### src/rtl/seq_adder_pipeline.sv
// WIDTH-bit add / accumulate unit feeding a STAGES-deep registered result pipeline
// with a global stall enable, a valid flag that travels with the data, and a sticky overflow flag.
module seq_adder_pipeline #(
   parameter int WIDTH  = 8,
   parameter int STAGES = 2
) (
   input  logic             clk,
   input  logic             rst_n,
   input  logic             en,
   input  logic             mode,
   input  logic             clr,
   input  logic             in_valid,
   input  logic [WIDTH-1:0] a,
   input  logic [WIDTH-1:0] b,
   output logic [WIDTH-1:0] sum,
   output logic             carry,
   output logic             out_valid,
   output logic [WIDTH-1:0] acc_out,
   output logic             ovf_sticky
);

   logic [WIDTH-1:0] r_acc;
   logic             r_ovf;

   logic             w_accept;
   logic [WIDTH-1:0] w_base;
   logic [WIDTH-1:0] w_opb;
   logic [WIDTH:0]   w_res;

   assign w_accept = in_valid & en;
   // A clear on the same edge as an accumulate starts the new running sum from zero.
   assign w_base   = clr ? '0 : r_acc;
   assign w_opb    = mode ? w_base : b;
   assign w_res    = {1'b0, a} + {1'b0, w_opb};

   always_ff @(posedge clk) begin
      if (!rst_n) begin
         r_acc <= '0;
         r_ovf <= 1'b0;
      end else if (en) begin
         if (w_accept && mode)
            r_acc <= w_res[WIDTH-1:0];
         else if (clr)
            r_acc <= '0;

         if (w_accept)
            r_ovf <= (r_ovf & ~clr) | w_res[WIDTH];
         else if (clr)
            r_ovf <= 1'b0;
      end
   end

   assign acc_out    = r_acc;
   assign ovf_sticky = r_ovf;

   // Each stage only reloads its data on a valid result, so bubbles leave sum/carry untouched.
   for (genvar gi = 0; gi < STAGES; gi++) begin : g_stage
      logic [WIDTH-1:0] w_in_sum;
      logic             w_in_cy;
      logic             w_in_vld;
      logic [WIDTH-1:0] r_sum;
      logic             r_cy;
      logic             r_vld;

      if (gi == 0) begin : g_head
         assign w_in_sum = w_res[WIDTH-1:0];
         assign w_in_cy  = w_res[WIDTH];
         assign w_in_vld = in_valid;
      end else begin : g_body
         assign w_in_sum = g_stage[gi-1].r_sum;
         assign w_in_cy  = g_stage[gi-1].r_cy;
         assign w_in_vld = g_stage[gi-1].r_vld;
      end

      always_ff @(posedge clk) begin
         if (!rst_n) begin
            r_sum <= '0;
            r_cy  <= 1'b0;
            r_vld <= 1'b0;
         end else if (en) begin
            r_vld <= w_in_vld;
            if (w_in_vld) begin
               r_sum <= w_in_sum;
               r_cy  <= w_in_cy;
            end
         end
      end
   end

   assign sum       = g_stage[STAGES-1].r_sum;
   assign carry     = g_stage[STAGES-1].r_cy;
   assign out_valid = g_stage[STAGES-1].r_vld;

endmodule

### config.mk
export PLATFORM = sky130hd
export DESIGN_NAME = seq_adder_pipeline
export DESIGN_NICKNAME = d
export VERILOG_FILES = /design/src/rtl/seq_adder_pipeline.sv
export SDC_FILE = /design/constraint.sdc
export NUM_CORES = 1
export LEC_CHECK = 0
export CAP_MARGIN = 20
export CELL_PAD_IN_SITES_DETAIL_PLACEMENT = 1
export CELL_PAD_IN_SITES_GLOBAL_PLACEMENT = 1
export CORE_ASPECT_RATIO = 1.75
export CORE_MARGIN = 2
export CORE_UTILIZATION = 33
export CTS_BUF_LIST = sky130_fd_sc_hd__clkbuf_4
export CTS_CLUSTER_SIZE = 28
export DETAILED_ROUTE_END_ITERATION = 10
export GPL_TIMING_DRIVEN = 0
export PLACE_DENSITY_LB_ADDON = 0.1
export SYNTH_ARGS = -nofsm -noshare
export SYNTH_HDL_FRONTEND = slang
export SYNTH_SLANG_ARGS = --single-unit
### constraint.sdc
create_clock -name clk -period 2.1 [get_ports clk]
set_input_delay 0.21 -clock clk [delete_from_list [all_inputs] [get_ports clk]]
set_output_delay 0.21 -clock clk [all_outputs]
set_load 0.01 [all_outputs]
# After elaboration in Yosys (flattened, before gate mapping)
# Index checks and enable logic that the tools add are counted.
[classes]
bitwise_logic = 4
div = 0
magnitude_cmp = 0
n_eq_ne = 0
mul = 0
add_sub_neg = 1
n_reduce_logical = 5
muxes = 5
n_shift = 0
[op_table]
columns = ["operator", "n"]
rows = [
  ["$mux W8", 3],
  ["$add A8 B8 Y9", 1],
  ["$reduce_and A2 Y1", 3],
  ["$and A1 B1 Y1", 2],
  ["$mux W1", 2],
  ["$reduce_bool A2 Y1", 1],
  ["$logic_and A1 B1 Y1", 1],
  ["$not A1 Y1", 1],
  ["$or A1 B1 Y1", 1],
]
[totals]
latch_bits = 0
ramBits = 0
input_bits = 22
rom_bits = 0
out_inout_bits = 19
register_bits = 29
n_memories = 0

# Logic depth before layout (Yosys ltp)
[logic_depth]
depth_word = 5
mapped_depth = 10

# Least setup slack after synthesis
# OpenSTA, ideal clock, no wires.
[synth_timing]
path_kind = "input to register"
startpoint = "input port mode"
endpoint = "register g_stage[0].r_sum[4]"
path_slack_ns = -0.028
setup_ns = 0.060
stages = 10
required_ns = 2.040
arrival_ns = 2.068
path_buffers = 2
path_cell_list = "buf_4 -> clkbuf_1 -> o21ai_0 -> ha_1 -> inv_1 -> fa_1 -> nor2b_4 -> o21ai_1 -> a2111oi_2 -> a311o_1"
[synth_between]
elab_chain_cells = 2
[synth_lines]
columns = ["item", "line", "source"]
rows = [
  ["start: declaration", "10", "input logic mode,"],
  ["$mux W8", "33", "assign w_opb = mode ? w_base : b;"],
  ["$add A8 B8 Y9", "34", "assign w_res = {1'b0, a} + {1'b0, w_opb};"],
  ["end signal: assignment", "83", "r_sum <= w_in_sum;"],
  ["end: declaration", "61", "logic [WIDTH-1:0] r_sum;"],
]
# Every way passes these cells.
# A chain may end at the register's enable or synchronous reset.

# Worst setup path after layout
# Ends and elaborated chain as after synthesis.

==> metrics <==
Overflow after GRT=0; Clock Path Buffers=2; adder-cell area share of the yosys netlist=7.45%; IO Port Bufs=39; largest net degree at the start of global routing=11; Post-Syn Nets=231; worst rel slew slack=65.1%; total iterations of the first detailed-routing run=4; CP Buf/Inv Count=4; Async S/R FF share, synth=0%; final hold vios=0; Worst-Margin Slew=523 ps; nets@finish=285; Core Area=0.00471 mm^2; Clock Sinks=29; HPWL Detailed=3520 um; leak pwr=0.861 nW; largest family of logic cells by synthesized area=compound AO/OA/AOI/OAI gates; Logic pwr share=24.1%; crit-path cells=dlygate4sd2_1 -> buf_6 -> clkbuf_8 -> o21ai_2 -> ha_2 -> inv_1 -> fa_2 -> nor2b_4 -> o21ai_1 -> nor4b_1 -> a311o_1; area of the die=0.00548 mm^2; Switching Fraction=30.5%; Placer Congestion=0.762; GRT Overall Usage=18.2%; Syn Inst Count=200; status=finished, final reports clean; clk_lat worst skew=330 ps; row cnt=33; synthesized area=0.00161 mm^2; Post-synth EDFFs=0; critical path class=primary input to flip-flop; Psw=376 uW; via count=1613; Yosys warning count=0; Crit-path slowest cell=fa_2; Hold Path Class=primary input to flip-flop; Die Y=96.5 um; period utilization=94.4%; IO Count=41; Clock Power Share=28.2%; Reg power frac=47.7%; Synth area leader=dfxtp_1; flops & latches, synth=29; Critical Path RT=2330 ps; complex-gate fraction of the synthesized area=24.2%; Worst path max stage delay=380 ps; peak supply drop=0.000318 V; Worst-path clk slew=100 ps; critical-path maximum fanout=10; min Tclk post-route=1980 ps; post-route ant nets=0; Seq/Total Area, Yosys=36.0%; first-pass GRT wire length=7670 um; post-synthesis simple-gate area fraction=23.3%; Final Util=47.3%; initial antenna violation count=0; Clock H-tree levels=2; TritonCTS Buffers=5; Internal=857 uW; Max-Cap Viols=0; fin cells=307; count of final max-slew check failures=0; Worst EP arrival=2210 ps; top cells by area, synth=dfxtp_1 (36%), nand2_1 (6.7%), ha_1 (6.2%); Post-Route WL=4520 um; Synth top area share=36.0%; initial DRC count=31; number of global-route vias before repair=1611; die width=56.8 um; top_reg_cell synth=dfxtp_1; Layout area overhead=38.1%; Syn Area/Cell=8.06 um^2; Routed WL per cell=14.7 um; Startpoint Class=primary input; vias per inst=5.25; post-synthesis xor/xnor area fraction=1.63%; Post-route DRC=0; CTS tree=built; Post-synth top cells=dfxtp_1 (29), nand2_1 (29), a21oi_1 (19); placed insts=291; Yosys cell types=45; Setup-failing EPs final=0; initial core utilization=34.3%; Crit. End Element=flip-flop; share of layout cells above drive strength 1=14.5%; Final Skew=6.95 ps; mux share of post-synthesis cell area=1.24%; Achievable Freq=505 MHz; ant diodes=0; CP delay by family, top=buffers and inverters; CTS root buf=clkbuf_4; P per Cell Area=553 mW/mm^2
## path summary, 6_finish.rpt
| path | cells after the start | slack, ps | start | to |
|---|---|---|---|---|
| max | 11 | 120 | mode | g_stage[0].r_sum[4]$_SDFFE_PN0P_ |
| min | 3 | 280 | en | out_valid$_SDFFE_PN0P_ |
| max reg2reg | 9 | 160 | acc_out[0]$_SDFFE_PN0P_ | g_stage[0].r_sum[4]$_SDFFE_PN0P_ |
| min reg2reg | 2 | 450 | g_stage[0].r_cy$_SDFFE_PN0P_ | carry$_SDFFE_PN0P_ |
## metal layers
metal / GRT usage, % / part of all wire (%)
met1: 19.3 / 40
met2: 35.1 / 55
met3: 2.80 / 2.9
met4: 7.75 / 2.3
met5: 0 / 0
## flip-flops by register name (all words and copies together), names as in the netlist
name           cells
g_stage.r_sum      8
out_valid          1
sum                8
acc_out            8
g_stage.r_cy       1
ovf_sticky         1
carry              1
g_stage.r_vld      1
## timing repair
action                                  in CTS  in global routing
pin swaps                                    5                  1
gates resized for setup                     11                  3
endpoints found under the setup margin      16                  7
hold buffers                                 0                  0
buffers inserted                             7                  1
## stage by stage
step / hold WS (ps) / area (um^2) / power (mW) / setup slack [ps] / TNS [ps]
6_report: 280 / 2230 / 1.23 / 118 / 0
2_1_floorplan: 397 / 1620 / 0.762 / 37.8 / 0
5_1_grt: 302 / 2230 / 1.30 / -3.05 / -3.05
3_3_place_gp: 442 / 2070 / 0.869 / -860 / -9810
3_5_place_dp: 444 / 2070 / 0.874 / -846 / -9830
4_1_cts: 271 / 2210 / 1.24 / 83.2 / 0
## worst min-delay path, stage by stage
cell and delay (ps):
buf_2 180, nand2b_1 120, a21oi_1 60
## logic make-up after synthesis
family | Yosys count
fa+ha+maj | 9
xor+xnor | 3
compound gates | 59
simple gates | 74
buf+inv | 24
flops | 29
mux | 2
## power groups by stage
| stage | logic [mW] | registers, mW | clock network, mW |
|---|---|---|---|
| after floorplan | 0.160 | 0.602 | 0 |
| after global placement | 0.269 | 0.600 | 0 |
| after detailed placement | 0.273 | 0.601 | 0 |
| after CTS | 0.295 | 0.588 | 0.359 |
| after global routing | 0.330 | 0.592 | 0.381 |
| final | 0.297 | 0.588 | 0.347 |
## layout by cell type (no fill, tap or decap), types with 2 or more instances in the layout
master           instances
dfxtp_1                 28
dlygate4sd2_1            2
nor2_1                   7
ha_2                     2
o31ai_2                  2
nand4_1                  2
clkinv_2                 2
a21o_1                   4
inv_1                   14
mux2i_1                  2
nand2b_1                 2
clkdlybuf4s50_1         37
a211oi_1                 2
nand3_1                 14
buf_4                    8
xor2_1                   2
buf_2                    5
a2111oi_2                2
o21ai_1                  5
a21oi_1                 19
and2_1                   2
clkbuf_4                 6
nand3b_1                 8
o211ai_1                 3
nor3_1                   3
nand2_1                 29
ha_1                     6
o21ai_0                  9
## area by class of cell
cell class	instances	area (um^2)
fill	584	2480
inverter	15	56.3
timing repair buffer	47	448
tap	52	65.1
clock buffer	6	45.0
multi-input combinational	147	963
sequential	29	582
buffer	9	57.6
clock inverter	2	10.0
(Power assumes the default switching activity.)
